[src/rtl/spi_cmd_scheduler_if.sv]
// Command-side and driver-side signal bundle for spi_cmd_scheduler.
// slave: the scheduler; master: command logic plus SPI driver.
interface spi_cmd_scheduler_if #(
    parameter int REG_WIDTH = 8
);
    logic                 wr_req;
    logic [REG_WIDTH-1:0] wr_addr;
    logic [REG_WIDTH-1:0] wr_data;
    logic                 wr_ack;
    logic                 rd_req;
    logic [7:0]           rd_start_addr;
    logic [7:0]           rd_count;
    logic                 rd_ack;
    logic [REG_WIDTH-1:0] rd_data;
    logic                 rd_data_valid;
    logic                 rd_done;
    logic                 busy;
    logic                 drv_new_command;
    logic                 drv_is_write;
    logic [REG_WIDTH-1:0] drv_addr;
    logic [REG_WIDTH-1:0] drv_write_data;
    logic [7:0]           drv_num_regs_to_read;
    logic [REG_WIDTH-1:0] drv_read_data;
    logic                 drv_write_complete;
    logic                 drv_read_complete;
    logic                 timeout;

    modport slave (
        input  wr_req, wr_addr, wr_data,
        input  rd_req, rd_start_addr, rd_count,
        input  drv_read_data, drv_write_complete, drv_read_complete,
        output wr_ack, rd_ack, rd_data, rd_data_valid, rd_done, busy,
        output drv_new_command, drv_is_write, drv_addr, drv_write_data,
        output drv_num_regs_to_read, timeout
    );

    modport master (
        output wr_req, wr_addr, wr_data,
        output rd_req, rd_start_addr, rd_count,
        output drv_read_data, drv_write_complete, drv_read_complete,
        input  wr_ack, rd_ack, rd_data, rd_data_valid, rd_done, busy,
        input  drv_new_command, drv_is_write, drv_addr, drv_write_data,
        input  drv_num_regs_to_read, timeout
    );
endinterface

[src/rtl/spi_cmd_scheduler.sv]
// Round-robin write / burst-read scheduler feeding a single-register SPI driver.
// Optional per-transaction watchdog enabled by defining SPI_SCHED_TIMEOUT_EN.
module spi_cmd_scheduler #(
    parameter int REG_WIDTH      = 8,
    parameter int TIMEOUT_CYCLES = 4096
) (
    input  logic               clk,
    input  logic               rstn,
    spi_cmd_scheduler_if.slave bus
);
    typedef enum logic [1:0] {
        IDLE,
        ISSUE,
        WAIT,
        NEXT
    } state_t;

    state_t               state;
    state_t               state_nxt;
    logic                 last_wr;
    logic                 is_write;
    logic [REG_WIDTH-1:0] addr;
    logic [REG_WIDTH-1:0] wdata;
    logic [REG_WIDTH-1:0] rdata;
    logic [7:0]           remaining;
    logic                 rd_valid;
    logic                 done_q;
    logic                 timeout_q;
    logic                 grant_wr;
    logic                 grant_rd;
    logic                 rd_zero;
    logic                 wr_fin;
    logic                 rd_fin;
    logic                 expire;

    // Acks are combinational so the requester sees them in the grant cycle.
    always_comb begin
        grant_wr = 1'b0;
        grant_rd = 1'b0;
        if (rstn && state == IDLE) begin
            if (bus.wr_req && (!bus.rd_req || !last_wr))
                grant_wr = 1'b1;
            else if (bus.rd_req)
                grant_rd = 1'b1;
        end
    end

    assign rd_zero = grant_rd && (bus.rd_count == 8'd0);
    assign wr_fin  = (state == WAIT) && is_write && bus.drv_write_complete;
    assign rd_fin  = (state == WAIT) && !is_write && bus.drv_read_complete;

`ifdef SPI_SCHED_TIMEOUT_EN
    localparam int CW = $clog2(TIMEOUT_CYCLES + 1);

    logic [CW-1:0] wait_cnt;

    assign expire = (state == WAIT) && !wr_fin && !rd_fin &&
                    (wait_cnt == CW'(TIMEOUT_CYCLES - 1));

    always_ff @(posedge clk or negedge rstn) begin
        if (!rstn)
            wait_cnt <= '0;
        else if (state == ISSUE)
            wait_cnt <= CW'(1);
        else if (state == WAIT)
            wait_cnt <= wait_cnt + CW'(1);
    end
`else
    logic unused_timeout_cfg;

    assign unused_timeout_cfg = |TIMEOUT_CYCLES;
    assign expire = 1'b0;
`endif

    always_comb begin
        state_nxt = state;
        unique case (state)
            IDLE: begin
                if (grant_wr || (grant_rd && !rd_zero))
                    state_nxt = ISSUE;
            end
            ISSUE: state_nxt = WAIT;
            WAIT: begin
                if (wr_fin)
                    state_nxt = IDLE;
                else if (rd_fin)
                    state_nxt = (remaining == 8'd1) ? IDLE : NEXT;
                else if (expire)
                    state_nxt = IDLE;
            end
            NEXT: state_nxt = ISSUE;
            default: state_nxt = IDLE;
        endcase
    end

    always_ff @(posedge clk or negedge rstn) begin
        if (!rstn) begin
            state     <= IDLE;
            last_wr   <= 1'b0;
            is_write  <= 1'b0;
            addr      <= '0;
            wdata     <= '0;
            rdata     <= '0;
            remaining <= 8'd0;
            rd_valid  <= 1'b0;
            done_q    <= 1'b0;
            timeout_q <= 1'b0;
        end else begin
            state     <= state_nxt;
            rd_valid  <= 1'b0;
            done_q    <= 1'b0;
            timeout_q <= expire;
            if (grant_wr) begin
                last_wr  <= 1'b1;
                is_write <= 1'b1;
                addr     <= bus.wr_addr;
                wdata    <= bus.wr_data;
            end else if (grant_rd) begin
                last_wr   <= 1'b0;
                is_write  <= 1'b0;
                addr      <= REG_WIDTH'(bus.rd_start_addr);
                remaining <= bus.rd_count;
            end
            if (rd_fin) begin
                rdata     <= bus.drv_read_data;
                rd_valid  <= 1'b1;
                remaining <= remaining - 8'd1;
                done_q    <= (remaining == 8'd1);
            end
            // Address wraps naturally at the register width.
            if (state == NEXT)
                addr <= addr + REG_WIDTH'(1);
        end
    end

    assign bus.wr_ack               = grant_wr;
    assign bus.rd_ack               = grant_rd;
    assign bus.rd_data              = rdata;
    assign bus.rd_data_valid        = rd_valid;
    assign bus.rd_done              = done_q | rd_zero;
    assign bus.busy                 = (state != IDLE);
    assign bus.drv_new_command      = (state == ISSUE);
    assign bus.drv_is_write         = is_write;
    assign bus.drv_addr             = addr;
    assign bus.drv_write_data       = wdata;
    assign bus.drv_num_regs_to_read = 8'd1;
    assign bus.timeout              = timeout_q;
endmodule
[src/flat_wrapper.sv]
// flat-port wrapper written by rule: the top's interface ports become plain ports
module spi_cmd_scheduler_flat 
#(
    parameter int REG_WIDTH      = 8,
    parameter int TIMEOUT_CYCLES = 4096
)
  (clk, rstn, bus_wr_req, bus_wr_addr, bus_wr_data, bus_rd_req, bus_rd_start_addr, bus_rd_count, bus_drv_read_data, bus_drv_write_complete, bus_drv_read_complete, bus_wr_ack, bus_rd_ack, bus_rd_data, bus_rd_data_valid, bus_rd_done, bus_busy, bus_drv_new_command, bus_drv_is_write, bus_drv_addr, bus_drv_write_data, bus_drv_num_regs_to_read, bus_timeout);
  spi_cmd_scheduler_if #(.REG_WIDTH(REG_WIDTH)) bus_i ();
  input  logic clk;
  input  logic rstn;
  input wire logic [$bits(bus_i.wr_req)-1:0] bus_wr_req;
  input wire logic [$bits(bus_i.wr_addr)-1:0] bus_wr_addr;
  input wire logic [$bits(bus_i.wr_data)-1:0] bus_wr_data;
  input wire logic [$bits(bus_i.rd_req)-1:0] bus_rd_req;
  input wire logic [$bits(bus_i.rd_start_addr)-1:0] bus_rd_start_addr;
  input wire logic [$bits(bus_i.rd_count)-1:0] bus_rd_count;
  input wire logic [$bits(bus_i.drv_read_data)-1:0] bus_drv_read_data;
  input wire logic [$bits(bus_i.drv_write_complete)-1:0] bus_drv_write_complete;
  input wire logic [$bits(bus_i.drv_read_complete)-1:0] bus_drv_read_complete;
  output wire logic [$bits(bus_i.wr_ack)-1:0] bus_wr_ack;
  output wire logic [$bits(bus_i.rd_ack)-1:0] bus_rd_ack;
  output wire logic [$bits(bus_i.rd_data)-1:0] bus_rd_data;
  output wire logic [$bits(bus_i.rd_data_valid)-1:0] bus_rd_data_valid;
  output wire logic [$bits(bus_i.rd_done)-1:0] bus_rd_done;
  output wire logic [$bits(bus_i.busy)-1:0] bus_busy;
  output wire logic [$bits(bus_i.drv_new_command)-1:0] bus_drv_new_command;
  output wire logic [$bits(bus_i.drv_is_write)-1:0] bus_drv_is_write;
  output wire logic [$bits(bus_i.drv_addr)-1:0] bus_drv_addr;
  output wire logic [$bits(bus_i.drv_write_data)-1:0] bus_drv_write_data;
  output wire logic [$bits(bus_i.drv_num_regs_to_read)-1:0] bus_drv_num_regs_to_read;
  output wire logic [$bits(bus_i.timeout)-1:0] bus_timeout;
  assign bus_i.wr_req = bus_wr_req;
  assign bus_i.wr_addr = bus_wr_addr;
  assign bus_i.wr_data = bus_wr_data;
  assign bus_i.rd_req = bus_rd_req;
  assign bus_i.rd_start_addr = bus_rd_start_addr;
  assign bus_i.rd_count = bus_rd_count;
  assign bus_i.drv_read_data = bus_drv_read_data;
  assign bus_i.drv_write_complete = bus_drv_write_complete;
  assign bus_i.drv_read_complete = bus_drv_read_complete;
  assign bus_wr_ack = bus_i.wr_ack;
  assign bus_rd_ack = bus_i.rd_ack;
  assign bus_rd_data = bus_i.rd_data;
  assign bus_rd_data_valid = bus_i.rd_data_valid;
  assign bus_rd_done = bus_i.rd_done;
  assign bus_busy = bus_i.busy;
  assign bus_drv_new_command = bus_i.drv_new_command;
  assign bus_drv_is_write = bus_i.drv_is_write;
  assign bus_drv_addr = bus_i.drv_addr;
  assign bus_drv_write_data = bus_i.drv_write_data;
  assign bus_drv_num_regs_to_read = bus_i.drv_num_regs_to_read;
  assign bus_timeout = bus_i.timeout;
  spi_cmd_scheduler #(.REG_WIDTH(REG_WIDTH), .TIMEOUT_CYCLES(TIMEOUT_CYCLES)) u_core (.clk(clk), .rstn(rstn), .bus(bus_i));
endmodule
[config.mk]
export PLATFORM = sky130hd
export DESIGN_NAME = spi_cmd_scheduler_flat
export DESIGN_NICKNAME = d
export VERILOG_FILES = /design/src/rtl/spi_cmd_scheduler_if.sv /design/src/rtl/spi_cmd_scheduler.sv /design/src/flat_wrapper.sv
export SDC_FILE = /design/constraint.sdc
export NUM_CORES = 1
export LEC_CHECK = 0
export CAP_MARGIN = 5
export CORE_MARGIN = 2
export CORE_UTILIZATION = 50
export CTS_CLUSTER_DIAMETER = 80
export DETAILED_ROUTE_END_ITERATION = 10
export DONT_BUFFER_PORTS = 1
export PLACE_DENSITY = 0.68
export SLEW_MARGIN = 0
export SYNTH_ARGS = -nofsm -noshare
export SYNTH_HDL_FRONTEND = slang
export SYNTH_SLANG_ARGS = --single-unit
[constraint.sdc]
create_clock -name clk -period 1.6 [get_ports clk]
set_input_delay 0.16 -clock clk [delete_from_list [all_inputs] [get_ports clk]]
set_output_delay 0.16 -clock clk [all_outputs]
set_load 0.005 [all_outputs]
==> impl_summary.log, run 1 <==
INFO  metric worst_hold_path.num_cells = 2
INFO  metric pins_over_their_slew_limit = 0
INFO  metric synthDominantCellAreaShare = 0.4463
INFO  metric die_x = 68.41 um
INFO  metric clock_power_share = 0.157
INFO  metric synth_enable_flop_cells = 0
INFO  metric final.min_clock_period = 1.610 ns
INFO  metric timing.rr.start = u_core.state[0]$_DFFE_PN0P_
INFO  metric io_buffer_count = 0
INFO  metric finalWirelength = 5173 um
INFO  metric power.switching_fraction = 0.3964
INFO  metric synthTopCellsByArea = dfrtp_1, nand2_1, ha_1, o21ai_0, mux2i_1
INFO  metric dp.final_hpwl = roughly 3500 um
INFO  metric vias = 1834
INFO  metric combinationalPowerShare = 0.434
INFO  metric post-place-cells = 296
INFO  metric finalWeightedCongestion = a little under 0.9
INFO  metric crit_family = flip-flops
INFO  metric yosysTopAreaCell = dfrtp_1
INFO  metric run_status = complete, but fails checks
INFO  metric pre_cts_ws = -0.09150 ns
INFO  metric routedWlPerCell = 15.68 um
INFO  metric critical_path.cell_chain = inv_2 > ha_4 > and3_4 > nand2_4 > inv_4 > a31o_4
INFO  metric cp_data_arrival_time = around 1.5 ns
INFO  metric worst_hold_startpoint = bus_wr_data[2]
INFO  metric maxSlewHeadroom = 0.5600
INFO  metric layout.cells.non_filler = between 300 and 400
INFO  metric min_to = u_core.bus.drv_write_data[2]$_DFFE_PN0N_
INFO  metric globalRouteTotalUtil = 0.2305
INFO  metric layout-drive-gt1-share = 0.2222
INFO  metric netlist_area = 0.002074 mm^2
INFO  metric final_stage_net_count = ~330
INFO  metric timing_hold_violations_final = 0
INFO  metric vias_in_the_first_global_route = between 1.5k and 2k
INFO  metric start_util = 0.5186
INFO  metric cp-end-kind = primary output
INFO  metric drt.antenna.violating_nets = 0
INFO  metric cts.root.buffer_cell = clkbuf_8
INFO  metric synth.distinct_cells = 44
INFO  metric ys_async_sr_fraction = 1.000
INFO  metric final.setup_skew = between 0.003 and 0.004 ns
INFO  metric path_clk_slew = 0.07 ns
INFO  metric ys_seq_area_frac = 0.4463
INFO  metric synth_flop_cell = dfrtp_1
INFO  metric clock_tree_from_tritoncts = built
INFO  metric worstSkewPairLatency = 0.29 ns
INFO  metric critical_path.n_buffers_inverters = 2
INFO  metric critPathRequiredTime = ~1.4 ns
INFO  metric clockBufferDepth = 2
INFO  metric design_power_total = approximately 4.4 mW
INFO  metric timing.reg2reg.worst_path_depth = 7
INFO  metric power_report.internal_total = around 2.6 mW
INFO  metric globalRouteOverflowTotal = 0
INFO  metric fin_ws = -0.009713 ns
INFO  metric detail_route.drc_violations = 0
INFO  metric antenna_found_initial = 1
INFO  metric max_cap_viol_count = 0
INFO  metric syn_area_per_cell = around 8.9 um^2
INFO  metric timing.rr.end = u_core.bus.drv_addr[0]$_DFFE_PN0P_
INFO  metric worst-path-max-fanout = 5
INFO  metric synth-warning-count = 0
INFO  metric tightest_slew = 0.6539 ns
INFO  metric finalCritPeriodShare = 1.006
INFO  metric clock_buffers_created_by_tritoncts = 5
INFO  metric rows = 23
INFO  metric worst_hold_path_type = in2reg
INFO  metric postSynthCellCount = 234
INFO  metric cts.sinks = 37
INFO  metric drtPass1Iterations = 4
INFO  metric ff2ff_setup_slack = around 0.030 ns
INFO  metric grt_pass1_wl = 8024 um
INFO  metric total_of_endpoints_with_negative_setup_slack_in_the_final_report = 1
INFO  metric power_density = ~1600 mW/mm^2
INFO  metric cp-start-kind = flip-flop
INFO  metric yosys_register_bits = 37
INFO  metric net-switching-power = 1.736 mW
INFO  metric path_class = reg2out
INFO  metric grt_max_degree = 38
INFO  metric critical-path-slowest-cell = dfrtp_1
INFO  metric rsz_0062_raised_after_global_routing = true
INFO  metric static-leakage-power = 1.287 nW
INFO  metric num_io_pins = 86
INFO  metric htree_levels = 2
INFO  metric flow.area_growth_from_synthesis = 28.35%
INFO  metric crit_path_max_incr_delay = 0.40 ns
INFO  metric p_seq_frac = 0.409
INFO  metric failed_checks = negative setup slack
INFO  metric drt_iter0_markers = 191
INFO  metric die_h = 68.41 um
INFO  metric viasPerCell = 5.558
INFO  metric fp.coreArea = 0.004000 mm^2
INFO  metric floorplan.die_area = 0.004680 mm^2
INFO  metric finalCoreUtilization = 0.6656
INFO  metric fillers = approximately 340
INFO  metric max_freq = 621.2 MHz
INFO  metric power.ir.vdd_worst = 0.8477 mV
[Yosys cell counts, types with 2 or more instances]
cell type and instances:
nand2_1 56, dfrtp_1 37, o21ai_0 15, a21oi_1 13
inv_1 12, buf_4 9, nand3_1 9, ha_1 7
mux2i_1 7, nor2_1 7, buf_2 5, and3_1 4
nor3_1 4, a211oi_1 3, nor4_1 3, o22ai_1 3
xnor2_1 3, a211o_1 2, a21boi_0 2, a31o_2 2
and2_1 2, conb_1 2, inv_2 2, nand2b_1 2
nor2b_1 2, o211ai_1 2, o221ai_1 2
[layout make-up]
type                    count  area (um^2)  area share
multi-input cells         175         1121      0.4211
flip-flops and latches     37        925.9      0.3477
repair buffers             44        391.6      0.1471
clock buffers               6        82.58     0.03102
inverters                  15        62.56     0.02350
well taps                  50        62.56     0.02350
clock inverters             2        13.76    0.005169
diodes                      1        2.502   0.0009399
[placed cells by master, fill, tap and decap left out, drive strengths merged, types with 4 or more instances in the layout]
cell | netlist | layout
a21oi | 13 | 13
and3 | 4 | 4
buf | 14 | 28
clkbuf | 0 | 6
conb | 2 | 9
dfrtp | 37 | 37
dlygate4sd3 | 0 | 16
ha | 7 | 7
inv | 14 | 14
mux2i | 7 | 7
nand2 | 56 | 56
nand3 | 10 | 10
nor2 | 7 | 7
nor3 | 5 | 5
o21ai | 16 | 16
[stage by stage]
step,instance area (um^2),TNS (ns),hold slack [ns]
6_report,2663,-0.009713,0.01158
3_3_place_gp,2213,0,-0.1347
5_1_grt,2663,-0.2732,0.01491
2_1_floorplan,2101,0,-0.1356
4_1_cts,2566,0,0.004518
3_5_place_dp,2213,-0.7847,-0.1346
[cell families (layout without fill, tap and decap cells)]
family | count (synthesis) | count (layout) | synth area share
adders and majority gates | 7 | 7 | 0.04222
buffers and inverters | 29 | 67 | 0.07177
and+or+nand+nor | 95 | 95 | 0.2214
DFF | 37 | 37 | 0.4463
AOI/OAI and AO/OA | 54 | 54 | 0.1683
xor gates and xnor gates | 3 | 3 | 0.01267
muxes | 7 | 7 | 0.03378
other | 2 | 10 | 0.003620
[sequential cells by signal (all words and copies together), names as in the netlist]
| register | count |
|---|---|
| u_core.bus.drv_write_data | 8 |
| u_core.bus.rd_data | 8 |
| u_core.bus.rd_data_valid | 1 |
| u_core.done_q | 1 |
| u_core.state | 2 |
| u_core.remaining | 8 |
| u_core.bus.drv_addr | 8 |
| u_core.last_wr | 1 |
[worst max path at each step]
| stage | slack, ns | end | start | cells after the start |
|---|---|---|---|---|
| after detailed placement | -0.09 | u_core.bus.drv_addr[0]$_DFFE_PN0P_ | u_core.state[0]$_DFFE_PN0P_ | 6 |
| final | -0.01 | bus_rd_done | u_core.state[0]$_DFFE_PN0P_ | 6 |
| after global placement | 0.01 | u_core.bus.drv_addr[0]$_DFFE_PN0P_ | u_core.state[0]$_DFFE_PN0P_ | 6 |
| after CTS | 0.01 | bus_rd_done | u_core.state[0]$_DFFE_PN0P_ | 6 |
| after floorplan | 0.0005 | u_core.bus.drv_addr[5]$_DFFE_PN0P_ | u_core.state[0]$_DFFE_PN0P_ | 5 |
| after global routing | -0.07 | bus_rd_done | u_core.state[0]$_DFFE_PN0P_ | 6 |
[metal layers]
layer / part of all wire / GRT usage / vias to the layer above / wire [um]
met1: 0.42 / 0.2798 / 880 / 2168
met2: 0.49 / 0.3894 / 65 / 2558
met4: 0.0079 / 0.06250 / 0 / 41
li1: - / - / 884 / -
met5: 0 / 0 / - / 0
met3: 0.078 / 0.07566 / 5 / 404
[timing repair]
item	CTS	global route
resized for setup	14	19
endpoints found under the setup margin	18	11
hold endpoints to repair	52	0
pin swaps	2	5
buffers inserted	4	3
hold buffers	17	0
gates cloned	0	1
[power groups by stage]
stage / combinational (mW) / clock [mW] / sequential [mW]
after floorplan: 1.11 / 0 / 1.72
after global placement: 1.52 / 0 / 1.78
after detailed placement: 1.56 / 0 / 1.79
after CTS: 1.74 / 0.713 / 1.78
after global routing: 2.13 / 0.754 / 1.88
final: 1.90 / 0.687 / 1.79
(Power assumes the default switching activity.)
==> run 2, diff against run 1 <==
SKIP_CTS_REPAIR_TIMING = 1   (was unset)
==> impl_summary.log, run 2 (synthesized netlist as in run 1, its figures left out) <==
INFO  metric io_buffer_count = 0 (unchanged)
INFO  metric final.min_clock_period = 1.565 ns (-0.04500 ns)
INFO  metric htree_levels = 2 (unchanged)
INFO  metric cts.root.buffer_cell = clkbuf_8
INFO  metric dp.final_hpwl = 3535 um (unchanged)
INFO  metric total_of_endpoints_with_negative_setup_slack_in_the_final_report = 0 (-1)
INFO  metric cp-start-kind = flip-flop
INFO  metric clock_tree_from_tritoncts = built
INFO  metric failed_checks = negative hold slack
INFO  metric power_density = 1654 mW/mm^2 (+0.54%)
INFO  metric num_io_pins = 86 (unchanged)
INFO  metric critical_path.n_buffers_inverters = 2 (unchanged)
INFO  metric worstSkewPairLatency = 0.29 ns (about the same)
INFO  metric final.setup_skew = 0.003733 ns (+0.0002413 ns)
INFO  metric commonest_non_fill_non_tap_cell_in_the_layout = nand2_1
INFO  metric fin_ws = 0.03529 ns (+0.04500 ns)
INFO  metric run_status = complete, but fails checks
INFO  metric rows = 23 (unchanged)
INFO  metric clock_buffers_created_by_tritoncts = 5 (unchanged)
INFO  metric drt_iter0_markers = 183 (-4.2%)
INFO  metric max_freq = 639.1 MHz (+2.9%)
INFO  metric start_util = 0.5186 (unchanged)
INFO  metric max_cap_viol_count = 0 (unchanged)
INFO  metric tightest_slew = 0.6649 ns (+0.01099 ns)
INFO  metric crit_family = flip-flops
INFO  metric grt_max_degree = 43 (+13%)
INFO  metric power.ir.vdd_worst = 0.7951 mV (-6.2%)
INFO  metric die_x = 68.41 um (unchanged)
INFO  metric vias = 1809 (-1.4%)
INFO  metric drt.antenna.violating_nets = 0 (unchanged)
INFO  metric path_class = reg2out
INFO  metric critical_path.cell_chain = inv_2 > ha_4 > and3_4 > nand2_4 > inv_4 > a31o_4
INFO  metric fillers = 348 (+3.6%)
INFO  metric routedWlPerCell = 15.31 um (-2.3%)
INFO  metric pins_over_their_slew_limit = 0 (unchanged)
INFO  metric timing_hold_violations_final = 3 (+3)
INFO  metric floorplan.die_area = 0.004680 mm^2 (unchanged)
INFO  metric rsz_0062_raised_after_global_routing = true
INFO  metric finalWeightedCongestion = 0.8922 (unchanged)
INFO  metric cp-end-kind = primary output
INFO  metric fp.coreArea = 0.004000 mm^2 (unchanged)
INFO  metric pre_cts_ws = -0.09150 ns (unchanged)
INFO  metric final_stage_net_count = 326 (-1.5%)
INFO  metric flow.area_growth_from_synthesis = 25.69%
INFO  metric post-place-cells = 296 (unchanged)
INFO  metric layout.cells.non_filler = 325 (-1.5%)
INFO  metric finalWirelength = 4977 um (-3.8%)
INFO  metric die_h = 68.41 um (unchanged)
INFO  metric maxSlewHeadroom = 0.5526 (-0.007394)
INFO  metric hold-worst-slack = -0.02303 ns (-0.03461 ns)
INFO  metric finalCritPeriodShare = 0.9779 (-0.02813)
INFO  metric layout-drive-gt1-share = 0.2226 (+0.0004055)
INFO  metric cts.sinks = 37 (unchanged)
INFO  metric globalRouteOverflowTotal = 0 (unchanged)
INFO  metric viasPerCell = 5.566 (+0.15%)
INFO  metric path_clk_slew = 0.07 ns (about the same)
INFO  metric multi_input_area = 0.001116 mm^2 (-0.45%)
INFO  metric antenna_found_initial = 1 (unchanged)
INFO  metric crit_path_max_incr_delay = 0.40 ns (about the same)
INFO  metric worst_hold_path_type = in2reg
INFO  metric drtPass1Iterations = 4 (unchanged)
INFO  metric globalRouteTotalUtil = 0.2049 (-0.02560)
INFO  metric layout_common_cells = nand2_1, dfrtp_1, buf_4
INFO  metric critical-path-slowest-cell = dfrtp_1
INFO  metric cp_data_arrival_time = 1.40 ns (-0.05 ns)
INFO  metric critPathRequiredTime = 1.44 ns (about the same)
INFO  metric static-leakage-power = 1.258 nW (-2.2%)
INFO  metric vias_in_the_first_global_route = 1571 (-9.9%)
INFO  metric worst-path-max-fanout = 5 (unchanged)
INFO  metric grt_pass1_wl = 7189 um (-10%)
INFO  metric finalCoreUtilization = 0.6519 (-0.01376)
INFO  metric clockBufferDepth = 2 (unchanged)
INFO  metric layout.area.seq = 927.1 um^2 (+0.14%)
INFO  metric detail_route.drc_violations = 0 (unchanged)
run 2: power by group:
part / internal [mW] / total [mW] / leakage [nW] / switching (mW)
Combinational: 0.902 / 1.83 / 0.760 / 0.932
Clock: 0.349 / 0.687 / 0.0512 / 0.338
Sequential: 1.37 / 1.79 / 0.447 / 0.423
Total: 2.62 / 4.31 / 1.26 / 1.69
run 2: final cells by class:
class	count	area share
multi-input cells	175	0.4280
flip-flops and latches	37	0.3556
repair buffers	39	0.1310
clock buffers	6	0.03167
well taps	50	0.02399
inverters	15	0.02351
clock inverters	2	0.005278
diodes	1	0.0009597
run 2: worst reg2reg max path, delay by kind of cell, from the launching register on:
family	cells	cell delay, ns
buffers and inverters	3	0.39
DFF	1	0.40
and+or+nand+nor	2	0.17
AOI/OAI and AO/OA	2	0.35
adders and majority gates	1	0.14
run 2: final timing paths:
path | from | to | slack, ns | depth (start not counted)
setup / recovery | u_core.state[0]$_DFFE_PN0P_ | bus_rd_done | 0.04 | 6
hold / removal | bus_drv_read_data[6] | u_core.bus.rd_data[6]$_DFFE_PN0P_ | -0.02 | 2
setup reg to reg | u_core.state[0]$_DFFE_PN0P_ | u_core.bus.drv_addr[6]$_DFFE_PN0P_ | 0.05 | 8
hold reg to reg | u_core.bus.drv_write_data[4]$_DFFE_PN0N_ | u_core.bus.drv_write_data[4]$_DFFE_PN0N_ | 0.51 | 2
max in group asynchronous | rstn | u_core.last_wr$_DFFE_PN0P_ | 1.08 | 2
min in group asynchronous | rstn | u_core.bus.drv_addr[6]$_DFFE_PN0P_ | 0.32 | 2
run 2: metal layers:
layer / wire length, um / track usage / vias to the layer above
li1: - / - / 875
met1: 2081 / 0.2649 / 857
met2: 2453 / 0.3233 / 72
met3: 401 / 0.06579 / 5
met4: 41 / 0.06500 / 0
met5: 0 / 0 / -
run 2: metrics by stage:
step / TNS (ns) / power [mW] / instance area (um^2)
after floorplan: 0 / 2.830 / 2101
after global placement: 0 / 3.296 / 2213
after detailed placement: -0.7847 / 3.352 / 2213
after CTS: -1.532 / 4.056 / 2310
after global routing: -0.1733 / 4.704 / 2608
final: 0 / 4.312 / 2608
